==> src/rtl/ysyx_25050147_mem_arbiter.sv <==
// Shares one memory port between IFU and LSU: round-robin arbitration on ties,
// programmable pre-access latency, one-cycle strobe and one-cycle response pulse.
module ysyx_25050147_mem_arbiter #(
    parameter int unsigned LATENCY = 0,
    parameter int unsigned AW      = 32,
    parameter int unsigned DW      = 32
) (
    input  logic          clk,
    input  logic          rst,
    input  logic          ifu_req_valid,
    output logic          ifu_req_ready,
    input  logic [AW-1:0] ifu_addr,
    output logic          ifu_resp_valid,
    output logic [DW-1:0] ifu_rdata,
    input  logic          lsu_req_valid,
    output logic          lsu_req_ready,
    input  logic          lsu_wen,
    input  logic [AW-1:0] lsu_addr,
    input  logic [DW-1:0] lsu_wdata,
    input  logic [7:0]    lsu_wmask,
    output logic          lsu_resp_valid,
    output logic [DW-1:0] lsu_rdata,
    output logic          mem_valid,
    output logic          mem_wen,
    output logic [AW-1:0] mem_raddr,
    output logic [AW-1:0] mem_waddr,
    output logic [DW-1:0] mem_wdata,
    output logic [7:0]    mem_wmask,
    input  logic [DW-1:0] mem_rdata,
    output logic          busy
);

    typedef enum logic [1:0] {IDLE, WAIT, ACCESS, RESP} state_e;

    localparam logic [3:0] WAIT_LOAD = (LATENCY != 0) ? 4'(LATENCY - 1) : 4'd0;

    state_e        state_q, state_d;
    logic          last_lsu_q, last_lsu_d;
    logic [3:0]    cnt_q, cnt_d;
    logic          own_lsu_q, own_lsu_d;
    logic [AW-1:0] addr_q, addr_d;
    logic          wen_q, wen_d;
    logic [DW-1:0] wdata_q, wdata_d;
    logic [7:0]    wmask_q, wmask_d;
    logic [DW-1:0] ifu_rdata_q, ifu_rdata_d;
    logic [DW-1:0] lsu_rdata_q, lsu_rdata_d;

    logic grant_ifu, grant_lsu;

    // On a tie the side that did not win last time is served.
    assign grant_ifu = ifu_req_valid && (!lsu_req_valid || last_lsu_q);
    assign grant_lsu = lsu_req_valid && (!ifu_req_valid || !last_lsu_q);

    assign ifu_req_ready = (state_q == IDLE) && !rst && grant_ifu;
    assign lsu_req_ready = (state_q == IDLE) && !rst && grant_lsu;
    assign busy          = (state_q != IDLE);
    assign ifu_rdata     = ifu_rdata_q;
    assign lsu_rdata     = lsu_rdata_q;

    always_comb begin
        state_d        = state_q;
        last_lsu_d     = last_lsu_q;
        cnt_d          = cnt_q;
        own_lsu_d      = own_lsu_q;
        addr_d         = addr_q;
        wen_d          = wen_q;
        wdata_d        = wdata_q;
        wmask_d        = wmask_q;
        ifu_rdata_d    = ifu_rdata_q;
        lsu_rdata_d    = lsu_rdata_q;
        mem_valid      = 1'b0;
        mem_wen        = 1'b0;
        mem_raddr      = '0;
        mem_waddr      = '0;
        mem_wdata      = '0;
        mem_wmask      = '0;
        ifu_resp_valid = 1'b0;
        lsu_resp_valid = 1'b0;

        case (state_q)
            IDLE: begin
                if (ifu_req_ready || lsu_req_ready) begin
                    own_lsu_d  = lsu_req_ready;
                    last_lsu_d = lsu_req_ready;
                    addr_d     = lsu_req_ready ? lsu_addr : ifu_addr;
                    wen_d      = lsu_req_ready && lsu_wen;
                    wdata_d    = lsu_req_ready ? lsu_wdata : '0;
                    wmask_d    = lsu_req_ready ? lsu_wmask : '0;
                    cnt_d      = WAIT_LOAD;
                    state_d    = (LATENCY != 0) ? WAIT : ACCESS;
                end
            end
            WAIT: begin
                if (cnt_q == 4'd0) state_d = ACCESS;
                else               cnt_d   = cnt_q - 4'd1;
            end
            ACCESS: begin
                mem_valid = 1'b1;
                mem_raddr = addr_q;
                if (wen_q) begin
                    mem_wen   = 1'b1;
                    mem_waddr = addr_q;
                    mem_wdata = wdata_q;
                    mem_wmask = wmask_q;
                end
                if (own_lsu_q) lsu_rdata_d = mem_rdata;
                else           ifu_rdata_d = mem_rdata;
                state_d = RESP;
            end
            RESP: begin
                ifu_resp_valid = !own_lsu_q && !rst;
                lsu_resp_valid = own_lsu_q && !rst;
                state_d        = IDLE;
            end
            default: state_d = IDLE;
        endcase
    end

    always_ff @(posedge clk) begin
        if (rst) begin
            state_q     <= IDLE;
            last_lsu_q  <= 1'b1;
            cnt_q       <= '0;
            own_lsu_q   <= 1'b0;
            addr_q      <= '0;
            wen_q       <= 1'b0;
            wdata_q     <= '0;
            wmask_q     <= '0;
            ifu_rdata_q <= '0;
            lsu_rdata_q <= '0;
        end else begin
            state_q     <= state_d;
            last_lsu_q  <= last_lsu_d;
            cnt_q       <= cnt_d;
            own_lsu_q   <= own_lsu_d;
            addr_q      <= addr_d;
            wen_q       <= wen_d;
            wdata_q     <= wdata_d;
            wmask_q     <= wmask_d;
            ifu_rdata_q <= ifu_rdata_d;
            lsu_rdata_q <= lsu_rdata_d;
        end
    end

endmodule
==> config.mk <==
export PLATFORM = sky130hd
export DESIGN_NAME = ysyx_25050147_mem_arbiter
export DESIGN_NICKNAME = d
export VERILOG_FILES = /design/src/rtl/ysyx_25050147_mem_arbiter.sv
export SDC_FILE = /design/constraint.sdc
export NUM_CORES = 1
export LEC_CHECK = 0
export BUFFER_PORTS_ARGS = -buffer_cell sky130_fd_sc_hd__buf_2
export CORE_MARGIN = 5
export CORE_UTILIZATION = 52
export CTS_BUF_LIST = sky130_fd_sc_hd__clkbuf_2 sky130_fd_sc_hd__clkbuf_4 sky130_fd_sc_hd__clkbuf_8
export DETAILED_ROUTE_END_ITERATION = 8
export HOLD_SLACK_MARGIN = 0.02
export PLACE_DENSITY_LB_ADDON = 0.25
export SYNTH_ARGS = -nofsm -noshare
export SYNTH_HDL_FRONTEND = slang
export SYNTH_SLANG_ARGS = --single-unit
export TNS_END_PERCENT = 10
==> constraint.sdc <==
create_clock -name clk -period 4.1 [get_ports clk]
set_input_delay 0.205 -clock clk [delete_from_list [all_inputs] [get_ports clk]]
set_output_delay 0.205 -clock clk [all_outputs]
set_load 0.03 [all_outputs]
==> results of run 1 <==
[final timing paths]
path	to	slack (ns)	from	cells past startpoint
max	addr_q[6]$_SDFFE_PP0P_	1.30	state_q[0]$_SDFFE_PP0P_	4
min	addr_q[15]$_SDFFE_PP0P_	0.05	lsu_addr[15]	3
max reg2reg	addr_q[6]$_SDFFE_PP0P_	1.30	state_q[0]$_SDFFE_PP0P_	4
min reg2reg	ifu_rdata[30]$_SDFFE_PP0P_	0.45	ifu_rdata[30]$_SDFFE_PP0P_	2
[layout by cell type, fill, tap and decap left out, types with 2 or more instances in the layout]
| cell | synthesis | routed |
|---|---|---|
| buf_2 | 25 | 314 |
| dfxtp_1 | 145 | 145 |
| a21oi_1 | 141 | 141 |
| nand2_1 | 129 | 129 |
| dlygate4sd3_1 | 0 | 80 |
| nand3_1 | 73 | 73 |
| o21ai_0 | 73 | 73 |
| and3_1 | 72 | 72 |
| and2_1 | 34 | 34 |
| a311oi_1 | 32 | 32 |
| clkbuf_8 | 0 | 21 |
| buf_4 | 2 | 14 |
| nor2_1 | 8 | 7 |
| inv_1 | 6 | 6 |
| nand2b_1 | 3 | 3 |
| nor3_1 | 3 | 3 |
| bufinv_16 | 0 | 3 |
| or2_2 | 2 | 2 |
| or3b_2 | 2 | 2 |
| clkinvlp_4 | 0 | 2 |
| clkinv_4 | 0 | 2 |
| clkbuf_4 | 0 | 2 |
[power by group]
part | total, mW | leakage (nW) | switching (mW) | internal, mW
Combinational | 0.744 | 2.99 | 0.484 | 0.260
Sequential | 1.56 | 1.18 | 0.0623 | 1.50
Clock | 1.21 | 0.215 | 0.534 | 0.679
[final cells by class]
cell class              count  area, µm²
inverters                   6       22.5
clock buffers              23        304
multi-input cells         594       3200
diodes                      1       2.50
flip-flops and latches    145       2900
fillers                   993       3190
repair buffers            409       2500
well taps                 172        215
clock inverters             8        128
[cells by family after synthesis]
group / count (synthesis) / synth area share (%)
AO/OA/AOI/OAI: 256 / 22.1
AND/OR/NAND/NOR: 336 / 26.0
flip-flops: 145 / 44.3
multiplexers: 1 / 0.172
buffers and inverters: 101 / 7.26
adder cells (fa/ha/maj): 1 / 0.191
[repair_timing]
item	in CTS	in global routing
hold buffers	80	0
endpoints found under the hold margin	110	0
setup buffers	0	0
[routing by layer]
| layer | vias up | GRT usage, % |
|---|---|---|
| met5 | - | 0 |
| met4 | 0 | 16.1 |
| met3 | 80 | 8.53 |
| met2 | 398 | 50.8 |
| met1 | 3478 | 35.7 |
| li1 | 3605 | - |
[tightest hold or removal path: cells and delay by family]
family                 cells  cell delay, ns
buffers and inverters      1            0.10
AO/OA/AOI/OAI              1            0.08
AND/OR/NAND/NOR            1            0.05
[sequential cells by signal (all words and copies together), names as in the netlist]
register / count
addr_q: 32
wen_q: 1
wmask_q: 8
ifu_rdata: 32
wdata_q: 32
last_lsu_q: 1
state_q: 2
lsu_rdata: 32
cnt_q: 4
own_lsu_q: 1
[metrics by stage]
step | area, µm² | total power [mW] | util [%] | setup slack [ns]
global placement | 8040 | 2.25 | 64.5 | 1.80
detailed placement | 8040 | 2.26 | 64.5 | 1.73
finish | 9270 | 3.52 | 74.4 | 1.30
floorplan | 6550 | 2.05 | - | 2.34
CTS | 9270 | 3.51 | 74.4 | 1.34
global route | 9270 | 3.67 | 74.4 | 1.19
==> reports/qor.tcl, run 1 <==
set qor(post_synth_arst_share_pct) 0
set qor(max_cap_violations) 0
set qor(via_count_of_the_first_global_routing_pass) 7249
set qor(wl_met3_mm) 2.30
set qor(fmax_ghz) 0.357
set qor(synth.largest_area_cell) {dfxtp_1}
set qor(grt-ovfl-total) 0
set qor(cts_made_buffers) 17
set qor(final_layout_size_suffix_gt1_share_pct) 31.5
set qor(layout.nets) 1315
set qor(row_count) 41
set qor(layout.cells.non_filler) 1358
set qor(worst_setup_hold_path_clk_slew_ns) 0.08
set qor(worst_hold_slack_ns) 0.0461
set qor(synth_top_cells_by_area) {dfxtp_1 44%, a21oi_1 11%, nand2_1 7.4%}
set qor(detailedRoute.firstIterationViolations) 856
set qor(crit_path_end_kind) {register}
set qor(fp.dieArea_um2) 14900
set qor(worstSkewPairLatency_ns) 0.44
set qor(critPathMaxStageDelay_ns) 0.91
set qor(dp.final_hpwl_mm) 14.6
set qor(met1_length_mm) 8.81
set qor(dominantRegCellSynth) {dfxtp_1}
set qor(synth_enable_flop_cells) 0
set qor(hp-class) {in2reg}
set qor(power-per-cell-area_nw_per_um2) 379
set qor(grt_max_degree) 108
set qor(start_util_pct) 52.5
set qor(critPathArrivalTime_ns) 3.13
set qor(clk_root_buffer_cell) {clkbuf_8}
set qor(critPathLaunchType) {register}
set qor(fin_crit_ns) 2.80
set qor(status) {completed}
set qor(die_height_um) 122
set qor(number_of_design_rule_violations_left_after_detail_routing) 0
set qor(path_delay_family) {simple AND/OR/NAND/NOR gates}
set qor(htreeDepth) 4
set qor(final-hold-violation-count) 0
set qor(irDropWorstVdd_v) 0.000257
set qor(path_max_fanout) 48
set qor(setup_viol_count_final) 0
set qor(die_width_um) 122
set qor(ctsLongestPathBuffers) 2
set qor(worst_tran_pin_value_ns) 0.888
set qor(grt_setup_unrepaired) {false}
set qor(fin_crit_sh_pct) 68.4
set qor(synth.distinct_cells) 40
set qor(synth_commonest_cells) {145 x dfxtp_1, 141 x a21oi_1, 129 x nand2_1}
set qor(routed_via_density) 5.57
set qor(maxSlewHeadroom_pct) 40.8
set qor(drt_first_pass_iters) 5
set qor(total_leakage_power_nw) 4.39
set qor(drv_slew) 0
set qor(timing.critical_path.cells) {or3_2, nor2_8, a311oi_1, dlygate4sd3_1}
set qor(core-area_um2) 12500
set qor(dpl.cell_count) 1246
set qor(synth.ff_latch_count) 145
set qor(setup_tns_ns) 0
set qor(net_count_synth) 982
set qor(syn-mean-instance-area_um2) 7.80
set qor(route.antenna.remaining_nets) 0
set qor(synth_top_cell_area_share_pct) 44.3
set qor(cts_tree) {built}
set qor(portBuffers) 315
set qor(number_of_standard_cells_after_synthesis) 840
set qor(gp_congestion) 0.847
set qor(netlist_area_before_placement_um2) 6550
set qor(wire_length_of_the_first_global_routing_pass_mm) 36.4
set qor(kind_of_critical_path) {reg2reg}
set qor(cts-resized-gates) 0
set qor(wire_per_inst_um) 17.5
set qor(worstPathRequired_ns) 4.43
set qor(cts_sinks) 145
set qor(topRoutingLayerUsed) {met4}
set qor(met2_wirelength_mm) 11.7
set qor(synth.yosys.seq_area_share_pct) 44.3
set qor(flow.area_growth_from_synthesis_pct) 41.6
set qor(antenna_violations_before_repair) 0
set qor(detailroute.via_count) 7561
set qor(synthMostInstantiatedCell) {dfxtp_1}
set qor(grt_usage_pct) 30.5
set qor(synth-warning-count) 0
set qor(clock-skew-final_ns) 0.00682
set qor(num_io_pins) 316
set qor(crit_slowest_cell) {or3_2}
set qor(wl_mm) 23.7
set qor(worst-path-buf-inv) 1
No activity file was read; power rests on OpenSTA's default activity.
==> run 2, diff against run 1 <==
--- a/config.mk
+++ b/config.mk
@@ -7,7 +7,7 @@
 export LEC_CHECK = 0
 export BUFFER_PORTS_ARGS = -buffer_cell sky130_fd_sc_hd__buf_2
 export CORE_MARGIN = 5
-export CORE_UTILIZATION = 52
+export CORE_UTILIZATION = 43
 export CTS_BUF_LIST = sky130_fd_sc_hd__clkbuf_2 sky130_fd_sc_hd__clkbuf_4 sky130_fd_sc_hd__clkbuf_8
 export DETAILED_ROUTE_END_ITERATION = 8
 export HOLD_SLACK_MARGIN = 0.02
==> constraint.sdc (replaced) <==
create_clock -name clk -period 2.44 [get_ports clk]
set_input_delay 0.122 -clock clk [delete_from_list [all_inputs] [get_ports clk]]
set_output_delay 0.122 -clock clk [all_outputs]
set_load 0.03 [all_outputs]
==> reports/qor.tcl, run 2 (same netlist as run 1, synthesis figures left out) <==
set qor(grt_max_degree) 81 ;# -25%
set qor(final_layout_size_suffix_gt1_share_pct) 30.2 ;# -1.3 points
set qor(fp.dieArea_um2) 17800 ;# +19%
set qor(detailroute.via_count) 7755 ;# +2.6%
set qor(worst_setup_hold_path_clk_slew_ns) 0.08 ;# about the same
set qor(antenna_violations_before_repair) 1 ;# +1
set qor(start_util_pct) 43.4 ;# -9.1 points
set qor(final-hold-violation-count) 0 ;# unchanged
set qor(ctsLongestPathBuffers) 2 ;# unchanged
set qor(drv_slew) 0 ;# unchanged
set qor(fmax_ghz) 0.471
set qor(clk_root_buffer_cell) {clkbuf_8}
set qor(worstSkewPairLatency_ns) 0.44 ;# about the same
set qor(wire_length_of_the_first_global_routing_pass_mm) 38.8 ;# +6.4%
set qor(worst_hold_slack_ns) 0.0781 ;# +0.0320 ns
set qor(design_power_total_mw) 5.81 ;# +65%
set qor(grt.met1_usage_pct) 30.5 ;# -5.2 points
set qor(mostFrequentLayoutCells) {314 x buf_2, 145 x dfxtp_1, 141 x a21oi_1}
set qor(kind_of_critical_path) {reg2out}
set qor(dpl.cell_count) 1264 ;# +1.4%
set qor(fin_crit_sh_pct) 87.1
set qor(status) {completed}
set qor(crit_path_end_kind) {output pin}
set qor(final_common_cell) {buf_2}
set qor(fin_crit_ns) 2.13
set qor(drt_first_pass_iters) 5 ;# unchanged
set qor(setup_tns_ns) 0 ;# unchanged
set qor(worst_tran_pin_value_ns) 0.857 ;# -0.0303 ns
set qor(post-place-ws_ns) 0.353 ;# -1.37 ns
set qor(irDropWorstVdd_v) 0.000500 ;# +95%
set qor(maxSlewHeadroom_pct) 42.8 ;# +2.0 points
set qor(worstPathRequired_ns) 2.32 ;# -2.11 ns
set qor(row_count) 45 ;# +9.8%
set qor(route.antenna.remaining_nets) 0 ;# unchanged
set qor(portBuffers) 315 ;# unchanged
set qor(layer_with_the_highest_usage) {met2}
set qor(max_cap_violations) 0 ;# unchanged
set qor(dp.final_hpwl_mm) 15.2 ;# +4.3%
set qor(final.setup.worst_slack_ns) 0.315 ;# -0.982 ns
set qor(grt_setup_unrepaired) {false}
set qor(finish.utilization_pct) 65.3 ;# -9.1 points
set qor(number_of_design_rule_violations_left_after_detail_routing) 0 ;# unchanged
set qor(flow.area_growth_from_synthesis_pct) 50.4
set qor(cts_tree) {built}
set qor(critPathArrivalTime_ns) 2.00 ;# -1.13 ns
set qor(layout.nets) 1374 ;# +4.5%
set qor(cts_made_buffers) 17 ;# unchanged
set qor(core-area_um2) 15100 ;# +21%
set qor(cts_sinks) 145 ;# unchanged
set qor(die_width_um) 133 ;# +9.2%
set qor(num_io_pins) 316 ;# unchanged
set qor(setup_viol_count_final) 0 ;# unchanged
set qor(final_design_area_no_fill_um2) 9850 ;# +6.2%
set qor(wire_per_inst_um) 17.1 ;# -1.9%
set qor(via_count_of_the_first_global_routing_pass) 7578 ;# +4.5%
set qor(cts.repair_timing.setup_buffer_count) 0 ;# unchanged
set qor(wl_mm) 24.6 ;# +3.6%
set qor(grt-ovfl-total) 0 ;# unchanged
set qor(gp_congestion) 0.799 ;# -5.7%
set qor(htreeDepth) 4 ;# unchanged
set qor(total_leakage_power_nw) 4.62 ;# +5.3%
set qor(placedInstanceArea_um2) 8090 ;# +0.59%
set qor(clock-skew-final_ns) 0.00877 ;# +0.00195 ns
set qor(routed_via_density) 5.41 ;# -2.9%
set qor(grt_met3_usage_pct) 7.21 ;# -1.3 points
set qor(hp-class) {in2reg}
set qor(global_route.usage.met2_pct) 45.2 ;# -5.6 points
set qor(grt_usage_pct) 26.4 ;# -4.1 points
set qor(critPathLaunchType) {register}
set qor(path_max_fanout) 22 ;# -54%
set qor(power-per-cell-area_nw_per_um2) 590 ;# +56%
set qor(detailedRoute.firstIterationViolations) 503 ;# -41%
set qor(die_height_um) 133 ;# +9.2%
set qor(layout.cells.non_filler) 1434 ;# +5.6%
## run 2: cell types whose count changed in the layout (fill, tap and decap cells not counted), sizes merged
| cell | change |
|---|---|
| bufinv | -2 |
| dlygate4sd3 | +57 |
| buf | +2 |
| clkinv | +3 |
| clkbuf | -2 |
| inv | +2 |
## run 2: layout make-up
class	instances	area (µm²)
Fill cell	1286	5240
Multi-Input combinational cell	594	3200
Timing Repair Buffer	468	3100
Sequential cell	145	2900
Clock buffer	21	283
Tap cell	188	235
Clock inverter	11	104
Inverter	6	22.5
Antenna cell	1	2.50
## run 2: repair_timing
action / in CTS / in global routing
setup endpoints to repair: 0 / 1
endpoints found under the hold margin: 137 / 0
gates resized for setup: 0 / 1
hold buffers: 137 / 0
## run 2: worst max-delay path: stages, from the launching register on
cell and delay, ns:
dfxtp_1 0.46, or3_4 0.57, a211oi_4 0.28, buf_2 0.26
## run 2: worst paths after layout
check	from	end	slack, ns	cells after the start
min	lsu_req_valid	last_lsu_q$_SDFFE_PP1P_	0.08	3
max reg2reg	state_q[0]$_SDFFE_PP0P_	addr_q[9]$_SDFFE_PP0P_	0.42	4
max	state_q[0]$_SDFFE_PP0P_	ifu_req_ready	0.31	3
min reg2reg	lsu_rdata[16]$_SDFFE_PP0P_	lsu_rdata[16]$_SDFFE_PP0P_	0.45	2
## run 2: routing by layer
| layer | share of wire, % | wire [µm] |
|---|---|---|
| met2 | 48 | 11900 |
| met1 | 39 | 9660 |
| met5 | 0 | 0 |
| met3 | 8.2 | 2010 |
| met4 | 4.0 | 994 |
## run 2: report_power, final
group	switching (mW)	internal, mW
clock	0.946	0.905
combinational	0.832	0.508
sequential	0.103	2.52
total	1.88	3.93
==> run 3, diff against run 2 <==
--- a/config.mk
+++ b/config.mk
@@ -6,11 +6,13 @@
 export NUM_CORES = 1
 export LEC_CHECK = 0
 export BUFFER_PORTS_ARGS = -buffer_cell sky130_fd_sc_hd__buf_2
+export CELL_PAD_IN_SITES_DETAIL_PLACEMENT = 0
+export CELL_PAD_IN_SITES_GLOBAL_PLACEMENT = 1
 export CORE_MARGIN = 5
-export CORE_UTILIZATION = 43
+export CORE_UTILIZATION = 30
 export CTS_BUF_LIST = sky130_fd_sc_hd__clkbuf_2 sky130_fd_sc_hd__clkbuf_4 sky130_fd_sc_hd__clkbuf_8
 export DETAILED_ROUTE_END_ITERATION = 8
-export HOLD_SLACK_MARGIN = 0.02
+export HOLD_SLACK_MARGIN = 0.12
 export PLACE_DENSITY_LB_ADDON = 0.25
 export SYNTH_ARGS = -nofsm -noshare
 export SYNTH_HDL_FRONTEND = slang
==> reports/qor.tcl, run 3 (same netlist as run 1, synthesis figures left out) <==
set qor(fmax_ghz) 0.436 ;# -7.4%
set qor(detailroute.via_count) 7483 ;# -3.5%
set qor(wire_per_inst_um) 16.5 ;# -3.6%
set qor(wire_length_of_the_first_global_routing_pass_mm) 38.2 ;# -1.5%
set qor(final.setup.worst_slack_ns) 0.146 ;# -0.169 ns
set qor(start_util_pct) 30.2 ;# -13 points
set qor(max_cap_violations) 0 ;# unchanged
set qor(maxSlewHeadroom_pct) 48.4 ;# +5.6 points
set qor(final_common_cell) {buf_2}
set qor(detailedRoute.firstIterationViolations) 443 ;# -12%
set qor(mostFrequentLayoutCells) {314 x buf_2, 144 x dfxtp_1, 141 x a21oi_1}
set qor(number_of_design_rule_violations_left_after_detail_routing) 0 ;# unchanged
set qor(min_from) {rst}
set qor(grt_max_degree) 150 ;# +85%
set qor(n_fill_cell) 2276 ;# +77%
set qor(power-per-cell-area_nw_per_um2) 582 ;# -1.4%
set qor(timing.reg2reg.worst_path_depth) 4 ;# unchanged
set qor(critPathLaunchType) {primary input}
set qor(grt-ovfl-total) 0 ;# unchanged
set qor(layout.nets) 1376 ;# +0.15%
set qor(dp.final_hpwl_mm) 16.0 ;# +5.0%
set qor(route.antenna.remaining_nets) 0 ;# unchanged
set qor(grt_setup_unrepaired) {false}
set qor(critPathMaxStageDelay_ns) 0.57 ;# about the same
set qor(clock-skew-final_ns) 0.0119 ;# +0.00309 ns
set qor(cts_sinks) 145 ;# unchanged
set qor(die_width_um) 158 ;# +18%
set qor(worstSkewPairLatency_ns) 0.45 ;# about the same
set qor(final-hold-violation-count) 0 ;# unchanged
set qor(drv_slew) 0 ;# unchanged
set qor(startpoint) {lsu_req_valid}
set qor(drt_first_pass_iters) 4 ;# -1
set qor(final_layout_size_suffix_gt1_share_pct) 30.2 ;# +0.032 points
set qor(path_max_fanout) 47 ;# +110%
set qor(crit_path_end_kind) {register}
set qor(setup_viol_count_final) 0 ;# unchanged
set qor(timing.critical_path.cells) {dlygate4sd3_1, buf_2, a21boi_4, buf_4, nand3_1, a311oi_1, dlygate4sd3_1}
set qor(critPathArrivalTime_ns) 2.68 ;# +0.68 ns
set qor(die_height_um) 158 ;# +18%
set qor(wl_mm) 25.3 ;# +2.7%
set qor(antenna_violations_before_repair) 1 ;# unchanged
set qor(num_io_pins) 316 ;# unchanged
set qor(status) {completed}
set qor(crit_slowest_cell) {dlygate4sd3_1}
set qor(total_leakage_power_nw) 4.67 ;# +1.1%
set qor(kind_of_critical_path) {in2reg}
set qor(worstReg2RegStart) {state_q[1]$_SDFFE_PP0P_}
set qor(gp_congestion) 0.777 ;# -2.7%
set qor(irDropWorstVdd_v) 0.000394 ;# -21%
set qor(post-place-ws_ns) 0.387 ;# +0.0338 ns
set qor(grt_usage_pct) 19.1 ;# -7.3 points
set qor(setup_tns_ns) 0 ;# unchanged
set qor(ctsLongestPathBuffers) 2 ;# unchanged
set qor(htreeDepth) 4 ;# unchanged
set qor(routed_via_density) 4.90 ;# -9.4%
set qor(via_count_of_the_first_global_routing_pass) 7045 ;# -7.0%
set qor(fin_crit_ns) 2.29 ;# +0.169 ns
set qor(clk_root_buffer_cell) {clkbuf_8}
set qor(worst_tran_pin_value_ns) 0.774 ;# -0.0838 ns
set qor(crit_top_cell) {dlygate4sd3_1}
set qor(hp-class) {in2reg}
set qor(cts_tree) {built}
set qor(fin_crit_sh_pct) 94.0 ;# +6.9 points
set qor(core-area_um2) 21700 ;# +44%
set qor(flow.area_growth_from_synthesis_pct) 52.7
set qor(fp.dieArea_um2) 24900 ;# +40%
set qor(cts_made_buffers) 17 ;# unchanged
set qor(portBuffers) 315 ;# unchanged
set qor(row_count) 54 ;# +20%
set qor(worstPathRequired_ns) 2.83 ;# +0.51 ns
set qor(worst_setup_hold_path_clk_slew_ns) 0.09 ;# about the same
set qor(min_path_cells) 3 ;# unchanged
==> run 3: metrics by stage <==
stage	area, µm²	utilization (%)	hold slack, ns	total power [mW]	std cells
floorplan	6550	-	0.258	3.45	840
global placement	8230	38.0	0.377	3.85	1356
detailed placement	8230	38.0	0.378	3.86	1356
CTS	9990	46.0	0.137	5.88	1527
global route	10000	46.1	0.152	6.14	1528
finish	10000	46.1	0.185	5.82	1528
==> run 3: what timing repair did <==
item,CTS,global route
gates resized for setup,1,4
hold endpoints to repair,139,0
endpoints found under the setup margin,1,30
hold buffers,139,0
pin swaps,0,1
setup buffers,0,0
==> run 3: path summary, 6_finish.rpt <==
| kind | end | slack, ns |
|---|---|---|
| min reg2reg | lsu_rdata[11]$_SDFFE_PP0P_ | 0.45 |
| max reg2reg | addr_q[16]$_SDFFE_PP0P_ | 0.15 |
| max | addr_q[20]$_SDFFE_PP0P_ | 0.15 |
| min | own_lsu_q$_SDFFE_PP0P_ | 0.18 |
==> run 3: routing by layer <==
metal / up-vias / global-route usage [%] / routed length, µm
met5: - / 0 / 0
met4: 0 / 4.67 / 376
met3: 20 / 6.59 / 2150
met2: 244 / 31.4 / 11800
met1: 3488 / 24.1 / 11000
li1: 3731 / - / -
==> run 3: cell type report <==
type | instances | area, µm² | share of cell area, %
diodes | 1 | 2.50 | 0.0250
clock buffers | 17 | 234 | 2.34
clock inverters | 15 | 125 | 1.25
inverters | 6 | 22.5 | 0.225
multi-input cells | 594 | 3210 | 32.1
flip-flops and latches | 145 | 2900 | 29.0
well taps | 280 | 350 | 3.50
repair buffers | 470 | 3150 | 31.5
==> run 3: critical path: cells and delay by family <==
kind	cells	cell delay, ns
AO/OA/AOI/OAI	2	0.49
AND/OR/NAND/NOR	1	0.22
buffers and inverters	4	1.82
==> run 3: where the power goes <==
group	internal, mW	total, mW	leakage [nW]	switching (mW)
sequential	2.52	2.62	1.18	0.102
clock	0.729	1.79	0.165	1.06
combinational	0.556	1.40	3.32	0.848
